===== config.mk =====
export PLATFORM = sky130hd
export DESIGN_NAME = dm_write_handler
export DESIGN_NICKNAME = d
export VERILOG_FILES = /design/src/rtl/dm_write_handler_pkg.sv /design/src/rtl/dm_write_handler.sv
export SDC_FILE = /design/constraint.sdc
export NUM_CORES = 1
export LEC_CHECK = 0
export BUFFER_PORTS_ARGS = -buffer_cell sky130_fd_sc_hd__buf_2
export CAP_MARGIN = 5
export CORE_ASPECT_RATIO = 0.5
export CORE_UTILIZATION = 45
export CTS_CLUSTER_SIZE = 12
export DETAILED_ROUTE_END_ITERATION = 6
export PLACE_DENSITY = 0.8
export SYNTH_ARGS = -nofsm -noshare
export SYNTH_HDL_FRONTEND = slang
export SYNTH_SLANG_ARGS = --single-unit

===== constraint.sdc =====
create_clock -name clk -period 3.6 [get_ports clk]
set_input_delay 0.18 -clock clk [delete_from_list [all_inputs] [get_ports clk]]
set_output_delay 0.18 -clock clk [all_outputs]
set_load 0.05 [all_outputs]

===== src/rtl/dm_write_handler_pkg.sv =====
// Shared definitions for the data-memory write path: data type codes, handler
// states and the byte count of each data type.
package dm_write_handler_pkg;

  localparam int DT_BYTE   = 0;
  localparam int DT_HALF   = 1;
  localparam int DT_WORD   = 2;
  localparam int DT_DOUBLE = 3;

  typedef enum logic {
    IDLE_STATE  = 1'b0,
    WRITE_STATE = 1'b1
  } state_t;

  // Number of bytes moved by one command of the given (already saturated) type.
  function automatic logic [3:0] bytes_of(input logic [1:0] data_type);
    return 4'd1 << data_type;
  endfunction

endpackage


===== src/rtl/dm_write_handler.sv =====
// Accepts one write command over wr_ins/wr_idle and serialises it into
// little-endian byte writes on the RAM port, one byte per cycle.
module dm_write_handler
  import dm_write_handler_pkg::*;
#(
  parameter int DOUBLEWORD_WIDTH = 64,
  parameter int DATA_MEMORY_SIZE = 1024,
  parameter int ADDR_WIDTH_DM    = $clog2(DATA_MEMORY_SIZE),
  parameter int DATA_TYPE_WIDTH  = 2,
  parameter int BYTE_WIDTH       = 8
) (
  input  logic                        clk,
  input  logic                        rst_n,
  input  logic [DOUBLEWORD_WIDTH-1:0] data_bus_wr,
  input  logic [ADDR_WIDTH_DM-1:0]    addr_wr,
  input  logic [DATA_TYPE_WIDTH-1:0]  data_type_wr,
  input  logic                        wr_ins,
  output logic                        wr_idle,
  output logic                        mem_we,
  output logic [ADDR_WIDTH_DM-1:0]    mem_addr,
  output logic [BYTE_WIDTH-1:0]       mem_wdata,
  output logic                        wr_done,
  output logic                        misaligned
);

  localparam int CNT_W = 3;

  state_t                      state_q, state_d;
  logic [CNT_W-1:0]            cnt_q, cnt_d;
  logic [DOUBLEWORD_WIDTH-1:0] data_q, data_d;
  logic                        mem_we_d, wr_done_d, misaligned_d;
  logic [ADDR_WIDTH_DM-1:0]    mem_addr_d, next_addr;
  logic [BYTE_WIDTH-1:0]       mem_wdata_d;
  logic [1:0]                  dt_eff;
  logic [3:0]                  n_bytes;
  logic                        last_byte, capture, addr_misaligned;

  assign wr_idle   = (state_q == IDLE_STATE) & ~wr_ins;
  assign last_byte = (state_q == WRITE_STATE) && (cnt_q == '0);
  // A request still held on the final-byte edge is taken at once, so
  // back-to-back commands stream with no gap cycle.
  assign capture   = wr_ins & ((state_q == IDLE_STATE) | last_byte);

  assign dt_eff  = (data_type_wr > DATA_TYPE_WIDTH'(DT_DOUBLE)) ? 2'(DT_DOUBLE) : data_type_wr[1:0];
  assign n_bytes = bytes_of(dt_eff);
  assign addr_misaligned = (addr_wr & ADDR_WIDTH_DM'(n_bytes - 4'd1)) != '0;
  assign next_addr = (mem_addr == ADDR_WIDTH_DM'(DATA_MEMORY_SIZE - 1)) ? '0
                                                                        : mem_addr + ADDR_WIDTH_DM'(1);

  // NOTE: every signal assigned here gets a default first, so no path leaves
  // a value unassigned and no latch is inferred.
  always_comb begin
    state_d      = state_q;
    cnt_d        = cnt_q;
    data_d       = data_q;
    mem_we_d     = 1'b0;
    mem_addr_d   = mem_addr;
    mem_wdata_d  = mem_wdata;
    wr_done_d    = 1'b0;
    misaligned_d = misaligned;
    if (capture) begin
      state_d      = WRITE_STATE;
      cnt_d        = CNT_W'(n_bytes - 4'd1);
      mem_we_d     = 1'b1;
      mem_addr_d   = addr_wr;
      mem_wdata_d  = data_bus_wr[BYTE_WIDTH-1:0];
      data_d       = data_bus_wr >> BYTE_WIDTH;
      wr_done_d    = (n_bytes == 4'd1);
      misaligned_d = misaligned | addr_misaligned;
    end else if (state_q == WRITE_STATE) begin
      if (last_byte) begin
        state_d = IDLE_STATE;
      end else begin
        cnt_d       = cnt_q - 1'b1;
        mem_we_d    = 1'b1;
        mem_addr_d  = next_addr;
        mem_wdata_d = data_q[BYTE_WIDTH-1:0];
        data_d      = data_q >> BYTE_WIDTH;
        wr_done_d   = (cnt_q == CNT_W'(1));
      end
    end
  end

  // NOTE: sequential state uses non-blocking assignments so every register
  // samples the values from before this edge, independent of statement order.
  always_ff @(posedge clk or negedge rst_n) begin
    if (!rst_n) begin
      state_q    <= IDLE_STATE;
      cnt_q      <= '0;
      data_q     <= '0;
      mem_we     <= 1'b0;
      mem_addr   <= '0;
      mem_wdata  <= '0;
      wr_done    <= 1'b0;
      misaligned <= 1'b0;
    end else begin
      state_q    <= state_d;
      cnt_q      <= cnt_d;
      data_q     <= data_d;
      mem_we     <= mem_we_d;
      mem_addr   <= mem_addr_d;
      mem_wdata  <= mem_wdata_d;
      wr_done    <= wr_done_d;
      misaligned <= misaligned_d;
    end
  end

endmodule


==> results.rst, run 1 <==
.. list-table::
   :header-rows: 1

   * - Metric
     - Value
   * - Run status
     - completed
   * - Synthesized cell area
     - 3954 um^2
   * - Synth Area per Inst
     - 10.35 um^2
   * - Area of the die
     - 9188 um^2
   * - HPWL reported at the end of detailed placement
     - 5921 um
   * - Clock tree from TritonCTS
     - built
   * - Part of the Yosys area used for sequential elements
     - 0.5063
   * - Number of synthesized flops with an enable pin
     - 0
   * - Slowest cell on the critical path
     - sky130_fd_sc_hd__and2_4
   * - Starting density of the core
     - 0.4787
   * - Final hold violation count
     - 0
   * - Overflow left after global routing
     - 0
   * - Largest clock skew in the final design
     - 0.005810 ns
   * - Later-pin clock latency in the skew report
     - 0.33 ns
   * - Total number of H-tree levels
     - 3
   * - DRT Wirelength
     - 8592 um
   * - Achievable Freq
     - 469.8 MHz
   * - Int Pwr
     - 2.355 mW
   * - Measured slew at the worst slew-check pin
     - 1.002 ns
   * - Count of clock tree sinks
     - 80
   * - Total non-filler cell area in the finished layout
     - 4738 um^2
   * - Number of inserted diodes
     - 0
   * - Total Routing Usage GR
     - 0.1957
   * - Maximum buffer depth of the clock tree
     - 2
   * - Unrepaired setup endpoints after global routing
     - false
   * - Fraction of layout instances using a drive strength above 1
     - 0.2716
   * - Synth Net Count
     - 466
   * - Number of violations reported at the end of detailed-routing iteration 0
     - 266
   * - Primary flip-flop cell chosen by synthesis mapping
     - sky130_fd_sc_hd__dfrtp_1
   * - Most frequent cell after synthesis
     - sky130_fd_sc_hd__dfrtp_1
   * - Total power draw
     - 4.056 mW
   * - Routed length per placed instance
     - 14.64 um
   * - Register-to-Register Path Depth
     - 6
   * - FF+latch count, synth
     - 80
   * - Site row count
     - 23
   * - Cell type with the highest aggregate area in the netlist
     - sky130_fd_sc_hd__dfrtp_1
   * - Global-route wire length before repair
     - 13590 um
   * - Area delta synth->final
     - 19.84%
   * - Critical path's largest stage delay
     - 0.63 ns
   * - Part of the cycle the worst path needs
     - 0.5913
   * - Kind of cell adding the most delay to the critical path
     - simple AND/OR/NAND/NOR gates
   * - Proportion of power drawn by flip-flops and latches
     - 0.375
   * - DP Worst Slack
     - 1.457 ns
   * - Req. time, crit path
     - 3.80 ns
   * - DIE HEIGHT
     - 68.28 um
   * - Top post-synthesis cells by area
     - sky130_fd_sc_hd__dfrtp_1, sky130_fd_sc_hd__mux2i_1, sky130_fd_sc_hd__nand2_1, sky130_fd_sc_hd__o21ai_1, sky130_fd_sc_hd__o21ai_0
   * - Post CTS Setup Buffer Count
     - 0
   * - Max-slew violation count
     - 0
   * - Relative slew slack
     - 0.3320
   * - Critical path buffers and inverters
     - 2
   * - Number of clock buffers inserted by TritonCTS
     - 9
   * - Worst-path fanout max
     - 83
   * - Root Buffer Master
     - sky130_fd_sc_hd__clkbuf_16
   * - P_leak
     - 2.378 nW
   * - IO buf count
     - 100
   * - Fraction of power spent switching nets
     - 0.4192
   * - Type of origin of the critical path
     - register
   * - Clock slew seen by the registers of the worst setup and hold paths
     - 0.06 ns
   * - DRC violation count after routing
     - 0
   * - Final net count
     - 555
   * - Vias in the first global route
     - 2863
   * - Detailed-routing iteration count for the pre-antenna-repair pass
     - 4
   * - Remaining number of nets flagged by the antenna check after routing
     - 0
   * - Total number of vias
     - 3015
   * - Cells traversed along the worst timing path
     - inv_1, ha_1, nand2b_4, and2_4, buf_4, o21ai_0
   * - Total of max-cap violations
     - 0
   * - Number of warnings reported in the yosys synthesis log
     - 0
   * - Critical Path End Type
     - register
   * - Worst supply voltage drop on vdd
     - 0.3563 mV
   * - Instance area at placement
     - 4449 um^2
   * - Global placement routability congestion
     - 0.8140
   * - Power density normalized to cell area
     - 855.9 nW/um^2
   * - Ports
     - 101
   * - Min Clock Period, post-route
     - 2.129 ns
   * - Number of distinct library cells after synthesis
     - 43
   * - Via count normalized by instance count
     - 5.136
   * - Clock power frac
     - 0.219
   * - Count of endpoints failing setup in the final report
     - 0
   * - Die X
     - 134.6 um
   * - Antenna violations before repair
     - 0
   * - Final sum of negative setup slack
     - 0 ns
   * - Pin count of the biggest net entering global routing
     - 84
   * - Minimum setup slack in the final design
     - 1.471 ns
   * - Instance count after placement with tap cells included
     - 572
   * - Min-Delay Path Class
     - primary input to async pin
   * - Core Footprint
     - 8259 um^2
   * - Top-area cell type share of the netlist area
     - 0.5063
   * - Synth cell count leaders
     - sky130_fd_sc_hd__dfrtp_1, sky130_fd_sc_hd__mux2i_1, sky130_fd_sc_hd__nand2_1
   * - Critical path type
     - register to register
   * - Post-cts gate resize count
     - 0
   * - Share of flip-flops with an asynchronous set or reset
     - 1.000
   * - Post-Syn Instances
     - 382
   * - Combinational share of power
     - 0.406
   * - Post-route insts no fill
     - 587
   * - Reported net switching power
     - 1.700 mW
   * - Logic depth of the worst path, buffers included
     - 6
   * - # hold bufs at CTS
     - 0
   * - Crit path DAT
     - 2.33 ns
-- state kept, by name, summed over array words and instances (netlist names) --
register / count
misaligned: 1
mem_wdata: 8
state_q: 1
cnt_q: 3
mem_addr: 10
wr_done: 1
data_q: 56
-- layer usage --
| layer | vias to the layer above | global-route usage | routed length (um) |
|---|---|---|---|
| met3 | 7 | 0.05704 | 377 |
| met1 | 1422 | 0.2547 | 4091 |
| li1 | 1518 | - | - |
| met5 | - | 0 | 0 |
| met4 | 0 | 0.05899 | 61 |
| met2 | 68 | 0.3212 | 4061 |
-- area by class of cell --
type / instances / area (um^2)
Fill cell: 704 / 3521
Sequential cell: 80 / 2002
Multi-Input combinational cell: 265 / 1730
Timing Repair Buffer: 104 / 535.5
Clock buffer: 12 / 246.5
Tap cell: 112 / 140.1
Clock inverter: 3 / 42.54
Inverter: 11 / 41.29
-- worst reg2reg max path, cell delays in order, from the launching register on --
cell                       delay (ns)
sky130_fd_sc_hd__dfrtp_1         0.35
sky130_fd_sc_hd__inv_1           0.09
sky130_fd_sc_hd__ha_1            0.26
sky130_fd_sc_hd__nand2b_4        0.10
sky130_fd_sc_hd__and2_4          0.63
sky130_fd_sc_hd__buf_4           0.42
sky130_fd_sc_hd__o21ai_0         0.15
-- path summary, 6_finish.rpt --
check / start / to / slack [ns]
hold reg to reg: data_q[47]$_DFFE_PN0P_ / data_q[39]$_DFFE_PN0P_ / 0.48
setup reg to reg: cnt_q[0]$_DFFE_PN0P_ / data_q[47]$_DFFE_PN0P_ / 1.47
max in group asynchronous: rst_n / data_q[20]$_DFFE_PN0P_ / 2.93
hold / removal: rst_n / data_q[50]$_DFFE_PN0P_ / 0.006
min in group clk: addr_wr[3] / mem_addr[3]$_DFFE_PN0P_ / 0.09
setup / recovery: cnt_q[0]$_DFFE_PN0P_ / data_q[47]$_DFFE_PN0P_ / 1.47
-- cells by family after synthesis --
group / share of synthesized area
buf+inv: 0.05601
mux: 0.1699
simple gates: 0.1209
fa+ha+maj: 0.01582
flops: 0.5063
compound gates: 0.1310
-- power groups by stage --
stage	Combinational, mW	Sequential (mW)	Clock [mW]
CTS	1.66	1.52	0.908
global route	1.83	1.57	0.946
floorplan	1.09	1.79	0
global placement	1.60	1.52	0
detailed placement	1.65	1.53	0
finish	1.65	1.52	0.887
-- placed cells by master, fill, tap and decap left out, types with 2 or more instances in the layout --
cell / count
sky130_fd_sc_hd__nand2_1: 65
sky130_fd_sc_hd__mux2i_1: 66
sky130_fd_sc_hd__o21ai_1: 41
sky130_fd_sc_hd__inv_1: 11
sky130_fd_sc_hd__buf_4: 6
sky130_fd_sc_hd__nand3_1: 9
sky130_fd_sc_hd__dfrtp_1: 80
sky130_fd_sc_hd__o21ai_0: 20
sky130_fd_sc_hd__ha_1: 5
sky130_fd_sc_hd__clkbuf_16: 9
sky130_fd_sc_hd__or3_1: 2
sky130_fd_sc_hd__buf_2: 98
sky130_fd_sc_hd__nor2_1: 11
sky130_fd_sc_hd__a31oi_1: 3
sky130_fd_sc_hd__nand4_1: 6
sky130_fd_sc_hd__clkbuf_1: 2
sky130_fd_sc_hd__o211ai_2: 2
sky130_fd_sc_hd__o221a_2: 3
sky130_fd_sc_hd__o21bai_1: 2
sky130_fd_sc_hd__and3_1: 2
sky130_fd_sc_hd__a21oi_1: 7
-- metrics by stage --
step / utilization / hold WS, ns
5_1_grt: 0.5737 / 0.08054
6_report: 0.5737 / 0.005791
2_1_floorplan: - / -0.1156
4_1_cts: 0.5737 / 0.05083
3_3_place_gp: 0.5387 / 0.4114
3_5_place_dp: 0.5387 / 0.4092
(Power assumes the default switching activity.)
==> run 2, diff against run 1 <==
ABC_AREA = 1   (was unset)
PLACE_DENSITY = 0.81   (was 0.8)
clock period = 2.2 ns   (was 3.6 ns; I/O delays follow)
==> run 2 against run 1 <==
Against the previous run: the run now ends with negative hold slack left; final cell count increased by 15%; register-to-register slack got worse by 1.1 ns; critical path depth increased by 3; largest cell class unchanged.
==> results.rst, run 2 <==
.. list-table::
   :header-rows: 1

   * - Metric
     - Value
   * - Run status
     - finished, violations left (was completed)
   * - Violated checks
     - negative hold slack
   * - Total number of vias
     - 3483 (was 3015)
   * - Worst supply voltage drop on vdd
     - 0.7663 mV (was 0.3563 mV)
   * - Maximum buffer depth of the clock tree
     - 2 (unchanged)
   * - Final-layout worst hold slack
     - -0.001790 ns (was 0.005791 ns)
   * - Slowest cell on the critical path
     - sky130_fd_sc_hd__dfrtp_1 (was sky130_fd_sc_hd__and2_4)
   * - Amount of wire on met2 after detailed routing
     - 4999 um (was 4061 um)
   * - Power density normalized to cell area
     - 1457 nW/um^2 (was 855.9 nW/um^2)
   * - Final hold violation count
     - 1 (was 0)
   * - Number of inserted diodes
     - 0 (unchanged)
   * - Later-pin clock latency in the skew report
     - 0.34 ns (was 0.33 ns)
   * - Core Footprint
     - 8115 um^2 (was 8259 um^2)
   * - Commonest non-fill, non-tap cells in the layout
     - sky130_fd_sc_hd__nand2_1, sky130_fd_sc_hd__buf_2, sky130_fd_sc_hd__dfrtp_1 (was sky130_fd_sc_hd__buf_2, sky130_fd_sc_hd__dfrtp_1, sky130_fd_sc_hd__mux2i_1)
   * - IO buf count
     - 100 (unchanged)
   * - Post-synthesis mux area share
     - 0 (was 0.1699)
   * - Clock tree from TritonCTS
     - built (unchanged)
   * - Largest clock skew in the final design
     - 0.004202 ns (was 0.005810 ns)
   * - HPWL reported at the end of detailed placement
     - 6368 um (was 5921 um)
   * - Global-route wire length before repair
     - 16140 um (was 13590 um)
   * - Count of endpoints failing setup in the final report
     - 0 (unchanged)
   * - Post-synthesis share of cell area spent on full adders, half adders and majority gates
     - 0.01637 (was 0.01582)
   * - DRC violation count after routing
     - 0 (unchanged)
   * - Cell type with the highest aggregate area in the netlist
     - sky130_fd_sc_hd__dfrtp_1 (unchanged)
   * - Root Buffer Master
     - sky130_fd_sc_hd__clkbuf_16 (unchanged)
   * - Part of the Yosys area used for sequential elements
     - 0.5239 (was 0.5063)
   * - Registers with the highest flip-flop counts
     - data_q x56, mem_addr x10, mem_wdata x8 (unchanged)
   * - Worst-path fanout max
     - 32 (was 83)
   * - Most common cell after layout, fill and taps aside
     - sky130_fd_sc_hd__nand2_1 (was sky130_fd_sc_hd__buf_2)
   * - Number of warnings reported in the yosys synthesis log
     - 0 (unchanged)
   * - Remaining number of nets flagged by the antenna check after routing
     - 0 (unchanged)
   * - Achievable Freq
     - 542.0 MHz (was 469.8 MHz)
   * - Kind of cell adding the most delay to the critical path
     - buffers and inverters (was simple AND/OR/NAND/NOR gates)
   * - Fraction of synthesized cell area in xor and xnor cells
     - 0.002292 (was 0)
   * - Final net count
     - 644 (was 555)
   * - Met1 WL
     - 4260 um (was 4091 um)
   * - Post-synthesis simple-gate area fraction
     - 0.1988 (was 0.1209)
   * - Pin count of the biggest net entering global routing
     - 43 (was 84)
   * - # hold bufs at CTS
     - 39 (was 0)
   * - Most frequent cell after synthesis
     - sky130_fd_sc_hd__nand2_1 (was sky130_fd_sc_hd__dfrtp_1)
   * - Synth cell count leaders
     - sky130_fd_sc_hd__nand2_1, sky130_fd_sc_hd__dfrtp_1, sky130_fd_sc_hd__inv_1 (was sky130_fd_sc_hd__dfrtp_1, sky130_fd_sc_hd__mux2i_1, sky130_fd_sc_hd__nand2_1)
   * - Area of the die
     - 8887 um^2 (was 9188 um^2)
   * - Primary flip-flop cell chosen by synthesis mapping
     - sky130_fd_sc_hd__dfrtp_1 (unchanged)
   * - Count of clock tree sinks
     - 80 (unchanged)
   * - Die X
     - 132.3 um (was 134.6 um)
   * - Critical path type
     - register to register (unchanged)
   * - DP Worst Slack
     - 0.3732 ns (was 1.457 ns)
   * - Post-cts gate resize count
     - 0 (unchanged)
   * - Post CTS Setup Buffer Count
     - 0 (unchanged)
   * - Top-area cell type share of the netlist area
     - 0.5239 (was 0.5063)
   * - Clock slew seen by the registers of the worst setup and hold paths
     - 0.06 ns (about the same)
   * - Largest Register
     - data_q (unchanged)
   * - Total Routing Usage GR
     - 0.2364 (was 0.1957)
   * - Main combinational cell family by area after synthesis
     - simple AND/OR/NAND/NOR gates (was multiplexers)
   * - Max-slew violation count
     - 0 (unchanged)
   * - Detailed-routing iteration count for the pre-antenna-repair pass
     - 5 (was 4)
   * - Ports
     - 101 (unchanged)
   * - Global placement routability congestion
     - 0.8864 (was 0.8140)
   * - Type of origin of the critical path
     - register (unchanged)
   * - Flip-flop count of the largest register after layout
     - 56 (unchanged)
   * - DRT Wirelength
     - 9976 um (was 8592 um)
   * - Routed length per placed instance
     - 14.74 um (was 14.64 um)
   * - Met3 WL post-DR
     - 521 um (was 377 um)
   * - DIE HEIGHT
     - 67.16 um (was 68.28 um)
   * - Site row count
     - 23 (unchanged)
   * - FF+latch count, synth
     - 80 (unchanged)
   * - Share of flip-flops with an asynchronous set or reset
     - 1.000 (unchanged)
   * - Total number of H-tree levels
     - 3 (unchanged)
   * - Total of max-cap violations
     - 0 (unchanged)
   * - Cells traversed along the worst timing path
     - inv_1, ha_1, nand2_4, nand2_8, nand2_8, inv_4, buf_4, nand2_1, o211ai_1 (was inv_1, ha_1, nand2b_4, and2_4, buf_4, o21ai_0)
   * - Fraction of layout instances using a drive strength above 1
     - 0.2531 (was 0.2716)
   * - Area delta synth->final
     - 34.68% (was 19.84%)
   * - Vias in the first global route
     - 3405 (was 2863)
   * - Starting density of the core
     - 0.4709 (was 0.4787)
   * - Top post-synthesis cells by area
     - sky130_fd_sc_hd__dfrtp_1, sky130_fd_sc_hd__nand2_1, sky130_fd_sc_hd__o221ai_1, sky130_fd_sc_hd__inv_1, sky130_fd_sc_hd__nand3_1 (was sky130_fd_sc_hd__dfrtp_1, sky130_fd_sc_hd__mux2i_1, sky130_fd_sc_hd__nand2_1, sky130_fd_sc_hd__o21ai_1, sky130_fd_sc_hd__o21ai_0)
   * - Synth Area per Inst
     - 9.055 um^2 (was 10.35 um^2)
   * - Fraction of the mapped netlist area in compound gates
     - 0.1660 (was 0.1310)
   * - Overflow left after global routing
     - 0 (unchanged)
   * - Synth Net Count
     - 506 (was 466)
   * - Antenna violations before repair
     - 0 (unchanged)
   * - Post-Syn Instances
     - 422 (was 382)
   * - Synthesized cell area
     - 3821 um^2 (was 3954 um^2)
   * - Crit path DAT
     - 2.09 ns (was 2.33 ns)
   * - Min-Delay Path Class
     - primary input to register (was primary input to async pin)
   * - Relative slew slack
     - 0.6231 (was 0.3320)
   * - Critical path's largest stage delay
     - 0.41 ns (was 0.63 ns)
   * - Measured slew at the worst slew-check pin
     - 0.5653 ns (was 1.002 ns)
   * - Min Clock Period, post-route
     - 1.845 ns (was 2.129 ns)
   * - Unrepaired setup endpoints after global routing
     - false (unchanged)
   * - Number of synthesized flops with an enable pin
     - 0 (unchanged)
   * - Number of distinct library cells after synthesis
     - 28 (was 43)
   * - Worst path most repeated cell
     - sky130_fd_sc_hd__nand2_8
   * - Part of the cycle the worst path needs
     - 0.8387 (was 0.5913)
   * - Number of clock buffers inserted by TritonCTS
     - 9 (unchanged)
   * - P_leak
     - 2.505 nW (was 2.378 nW)
   * - Req. time, crit path
     - 2.44 ns (was 3.80 ns)
   * - Critical Path End Type
     - register (unchanged)
   * - Final sum of negative setup slack
     - 0 ns (unchanged)
   * - Critical path buffers and inverters
     - 3 (was 2)
   * - Number of violations reported at the end of detailed-routing iteration 0
     - 258 (was 266)
   * - Minimum setup slack in the final design
     - 0.3548 ns (was 1.471 ns)
   * - Via count normalized by instance count
     - 5.145 (was 5.136)
   * - Highest routed metal layer
     - met4 (unchanged)
-- run 2: worst paths after layout --
kind	from	endpoint	slack (ns)	depth (start not counted)
worst min register to register	misaligned$_DFFE_PN0N_	misaligned$_DFFE_PN0N_	0.45	1
max in group asynchronous	rst_n	data_q[43]$_DFFE_PN0P_	1.27	3
worst max register to register	cnt_q[0]$_DFFE_PN0P_	data_q[7]$_DFFE_PN0P_	0.35	9
worst max-delay path	cnt_q[0]$_DFFE_PN0P_	data_q[7]$_DFFE_PN0P_	0.35	9
worst min-delay path	data_bus_wr[28]	data_q[20]$_DFFE_PN0P_	-0.002	3
min in group asynchronous	rst_n	mem_wdata[4]$_DFFE_PN0P_	0.31	2
-- run 2: worst min-delay path, stage by stage --
cell and delay (ns):
sky130_fd_sc_hd__buf_2 0.08, sky130_fd_sc_hd__nand2_1 0.05, sky130_fd_sc_hd__o221ai_1 0.06
-- run 2: logic make-up (layout without fill, tap and decap cells) --
family,count (synthesis),in the layout
XOR/XNOR,1,1
AND/OR/NAND/NOR,174,174
adder cells (fa/ha/maj),5,5
buffers and inverters,78,221
AO/OA/AOI/OAI,84,84
flip-flops,80,80
-- run 2: layer usage --
layer,vias to the layer above,track usage
met3,25,0.05480
li1,1683,-
met2,112,0.4132
met1,1663,0.2919
met4,0,0.09339
met5,-,0
-- run 2: layout make-up --
type | instances | area [um^2]
Tap cell | 112 | 140.1
Clock inverter | 2 | 60.06
Clock buffer | 14 | 274.0
Multi-Input combinational cell | 264 | 1465
Fill cell | 678 | 2969
Timing Repair Buffer | 148 | 988.4
Inverter | 57 | 216.5
Sequential cell | 80 | 2002
-- run 2: where the power goes --
part           internal, mW  switching [mW]
registers              2.11           0.351
logic                  1.09            2.27
clock network          1.09           0.581
total                  4.29            3.21
-- run 2: per-stage QoR --
| step | utilization | power, mW | std cells | hold slack [ns] | cell area (um^2) |
|---|---|---|---|---|---|
| 2_1_floorplan | - | 4.973 | 422 | -0.1856 | 3821 |
| 3_3_place_gp | 0.5436 | 5.645 | 621 | 0.1402 | 4412 |
| 6_report | 0.6341 | 7.497 | 677 | -0.001790 | 5146 |
| 3_5_place_dp | 0.5436 | 5.753 | 621 | 0.1476 | 4412 |
| 4_1_cts | 0.6329 | 7.511 | 676 | 0.0001240 | 5136 |
| 5_1_grt | 0.6341 | 7.963 | 677 | 0.003566 | 5146 |
==> run 3, diff against run 2 <==
clock period = 1.7 ns   (was 2.2 ns; I/O delays follow)
==> run 3 against run 2 <==
Against the previous run: the run now ends clean; cell area grew 5.7%; die area is the same; first-iteration DRC count grew 12%; fmax grew 11%; worst setup slack lost 0.32 ns; global-route usage grew 1.9 points; critical endpoint is now mem_wdata[2]$_DFFE_PN0P_.
==> results.rst, run 3 (synthesis gave the netlist of run 2 again) <==
.. list-table::
   :header-rows: 1

   * - Metric
     - Value
   * - Total power draw
     - 10.00 mW (was 7.497 mW)
   * - Final hold violation count
     - 0 (was 1)
   * - Number of inserted diodes
     - 0 (unchanged)
   * - Measured slew at the worst slew-check pin
     - 0.4544 ns (was 0.5653 ns)
   * - Start of the worst register-to-register path
     - cnt_q[1]$_DFFE_PN0P_ (was cnt_q[0]$_DFFE_PN0P_)
   * - Global placement routability congestion
     - 0.8508 (was 0.8864)
   * - Count of clock tree sinks
     - 80 (unchanged)
   * - Area of the die
     - 8887 um^2 (unchanged)
   * - Largest clock skew in the final design
     - 0.005253 ns (was 0.004202 ns)
   * - Core Footprint
     - 8115 um^2 (unchanged)
   * - Power density normalized to cell area
     - 1839 nW/um^2 (was 1457 nW/um^2)
   * - Maximum buffer depth of the clock tree
     - 2 (unchanged)
   * - Overflow left after global routing
     - 0 (unchanged)
   * - Fillers
     - 614 (was 678)
   * - Die X
     - 132.3 um (unchanged)
   * - Worst reg2reg endpoint
     - mem_wdata[2]$_DFFE_PN0P_ (was data_q[7]$_DFFE_PN0P_)
   * - Min-Delay Path Class
     - primary input to register (unchanged)
   * - Unrepaired setup endpoints after global routing
     - false (unchanged)
   * - Relative slew slack
     - 0.6971 (was 0.6231)
   * - Registers with the highest flip-flop counts
     - data_q x56, mem_addr x10, mem_wdata x8 (unchanged)
   * - Total number of H-tree levels
     - 3 (unchanged)
   * - DP Worst Slack
     - -0.05881 ns (was 0.3732 ns)
   * - DRT Wirelength
     - 11130 um (was 9976 um)
   * - Instance count after placement with tap cells included
     - 624 (was 621)
   * - Number of violations reported at the end of detailed-routing iteration 0
     - 288 (was 258)
   * - Total number of vias
     - 3759 (was 3483)
   * - Type of origin of the critical path
     - register (unchanged)
   * - Amount of wire on met2 after detailed routing
     - 5388 um (was 4999 um)
   * - Total Routing Usage GR
     - 0.2555 (was 0.2364)
   * - DIE HEIGHT
     - 67.16 um (unchanged)
   * - Highest routed metal layer
     - met4 (unchanged)
   * - Combinational share of power
     - 0.481 (was 0.449)
   * - Root Buffer Master
     - sky130_fd_sc_hd__clkbuf_16 (unchanged)
   * - Crit path DAT
     - 1.91 ns (was 2.09 ns)
   * - Final net count
     - 673 (was 644)
   * - Req. time, crit path
     - 1.94 ns (was 2.44 ns)
   * - DRC violation count after routing
     - 0 (unchanged)
   * - Flip-flop count of the largest register after layout
     - 56 (unchanged)
   * - Fraction of power spent switching nets
     - 0.4339 (was 0.4277)
   * - Total of max-cap violations
     - 0 (unchanged)
   * - Later-pin clock latency in the skew report
     - 0.34 ns (about the same)
   * - Proportion of power drawn by flip-flops and latches
     - 0.319 (was 0.328)
   * - Beginning of the worst hold path
     - data_bus_wr[12] (was data_bus_wr[28])
   * - Achievable Freq
     - 600.9 MHz (was 542.0 MHz)
   * - P_leak
     - 2.613 nW (was 2.505 nW)
   * - Endpoint of the worst hold path
     - data_q[4]$_DFFE_PN0P_ (was data_q[20]$_DFFE_PN0P_)
   * - Register-to-Register Path Depth
     - 9 (unchanged)
   * - Antenna violations before repair
     - 0 (unchanged)
   * - Post-route insts no fill
     - 704 (was 677)
   * - Reported net switching power
     - 4.340 mW (was 3.206 mW)
   * - Slack of the worst reg-to-reg path
     - 0.04 ns (was 0.35 ns)
   * - Area delta synth->final
     - 42.34% (was 34.68%)
   * - Count of endpoints failing setup in the final report
     - 0 (unchanged)
   * - Ports
     - 101 (unchanged)
   * - Vias in the first global route
     - 3518 (was 3405)
   * - Clock slew seen by the registers of the worst setup and hold paths
     - 0.06 ns (about the same)
   * - Max-slew violation count
     - 0 (unchanged)
   * - HPWL reported at the end of detailed placement
     - 6392 um (was 6368 um)
   * - Critical path type
     - register to register (unchanged)
   * - Clock tree from TritonCTS
     - built (unchanged)
   * - Fraction of layout instances using a drive strength above 1
     - 0.2551 (was 0.2531)
   * - Global-route wire length before repair
     - 17240 um (was 16140 um)
   * - Starting density of the core
     - 0.4709 (unchanged)
   * - Part of the cycle the worst path needs
     - 0.9789 (was 0.8387)
   * - Worst supply voltage drop on vdd
     - 1.033 mV (was 0.7663 mV)
   * - Routed length per placed instance
     - 15.81 um (was 14.74 um)
   * - Critical Path End Type
     - register (unchanged)
   * - Worst-path fanout max
     - 49 (was 32)
   * - IO buf count
     - 100 (unchanged)
   * - Most common cell after layout, fill and taps aside
     - sky130_fd_sc_hd__nand2_1 (unchanged)
   * - Clock power frac
     - 0.200 (was 0.223)
   * - Minimum setup slack in the final design
     - 0.03580 ns (was 0.3548 ns)
   * - Commonest non-fill, non-tap cells in the layout
     - sky130_fd_sc_hd__nand2_1, sky130_fd_sc_hd__buf_2, sky130_fd_sc_hd__dfrtp_1 (unchanged)
   * - Remaining number of nets flagged by the antenna check after routing
     - 0 (unchanged)
   * - Site row count
     - 23 (unchanged)
   * - Number of clock buffers inserted by TritonCTS
     - 9 (unchanged)
   * - Largest Register
     - data_q (unchanged)
   * - Met3 WL post-DR
     - 787 um (was 521 um)
   * - Int Pwr
     - 5.663 mW (was 4.290 mW)
   * - Via count normalized by instance count
     - 5.339 (was 5.145)
   * - Pin count of the biggest net entering global routing
     - 50 (was 43)
   * - Run status
     - completed (was finished, violations left)
   * - Min Clock Period, post-route
     - 1.664 ns (was 1.845 ns)
   * - Hold Path Depth
     - 3 (unchanged)
   * - Met1 WL
     - 4575 um (was 4260 um)
   * - Detailed-routing iteration count for the pre-antenna-repair pass
     - 5 (unchanged)
[run 3: timing repair]
item                                    CTS  global route
endpoints found under the setup margin   13            59
resized for setup                         1             6
buffers inserted                          0             4
hold buffers                             61             0
endpoints found under the hold margin    91             0
gates cloned                              1             0
[run 3: routing by layer]
metal / track usage / vias to the layer above
met5: 0 / -
met4: 0.1193 / 0
met3: 0.07733 / 41
met2: 0.4237 / 174
met1: 0.3145 / 1799
li1: - / 1745
[run 3: per-stage QoR]
step | cell area, um^2 | hold WS [ns] | util | TNS [ns]
floorplan | 3821 | -0.2106 | - | 0
global placement | 4459 | 0.06595 | 0.5495 | 0
detailed placement | 4459 | 0.06862 | 0.5495 | -0.2516
CTS | 5380 | 0.006981 | 0.6630 | 0
global route | 5439 | 0.01432 | 0.6702 | 0
finish | 5439 | 0.008777 | 0.6702 | 0
[run 3: area by class of cell]
class                           instances  area, um^2  share of cell area
Inverter                               57       220.2             0.04049
Sequential cell                        80        2002              0.3681
Tap cell                              112       140.1             0.02576
Timing Repair Buffer                  176        1291              0.2374
Clock buffer                           11       232.7             0.04279
Clock inverter                          3       68.82             0.01265
Multi-Input combinational cell        264        1476              0.2715
Timing Repair inverter                  1       7.507            0.001380
[run 3: worst max path at each step]
stage | startpoint | end | slack (ns) | depth (start not counted)
floorplan | mem_addr[0]$_DFFE_PN0P_ | mem_addr[6]$_DFFE_PN0P_ | 0.03 | 7
global route | cnt_q[1]$_DFFE_PN0P_ | data_q[37]$_DFFE_PN0P_ | 0.02 | 8
global placement | cnt_q[0]$_DFFE_PN0P_ | mem_addr[5]$_DFFE_PN0P_ | 0.002 | 7
CTS | cnt_q[0]$_DFFE_PN0P_ | data_q[4]$_DFFE_PN0P_ | 0.03 | 9
detailed placement | cnt_q[0]$_DFFE_PN0P_ | mem_addr[5]$_DFFE_PN0P_ | -0.06 | 7
finish | cnt_q[1]$_DFFE_PN0P_ | mem_wdata[2]$_DFFE_PN0P_ | 0.04 | 9
[run 3: worst max-delay path: stages (launching register included)]
cell and delay (ns):
sky130_fd_sc_hd__dfrtp_1 0.40, sky130_fd_sc_hd__inv_1 0.12, sky130_fd_sc_hd__ha_2 0.21, sky130_fd_sc_hd__nand2_4 0.07, sky130_fd_sc_hd__nand2_8 0.12, sky130_fd_sc_hd__nand2_8 0.09, sky130_fd_sc_hd__inv_4 0.09, sky130_fd_sc_hd__buf_16 0.21
sky130_fd_sc_hd__nand2_1 0.11, sky130_fd_sc_hd__o211ai_1 0.11
[run 3: power groups by stage]
| stage | sequential [mW] | combinational [mW] | clock (mW) |
|---|---|---|---|
| after global placement | 3.16 | 4.24 | 0 |
| after detailed placement | 3.17 | 4.37 | 0 |
| after floorplan | 3.89 | 2.54 | 0 |
| after global routing | 3.27 | 5.20 | 2.10 |
| after CTS | 3.15 | 4.52 | 2.02 |
| final | 3.19 | 4.81 | 2.00 |
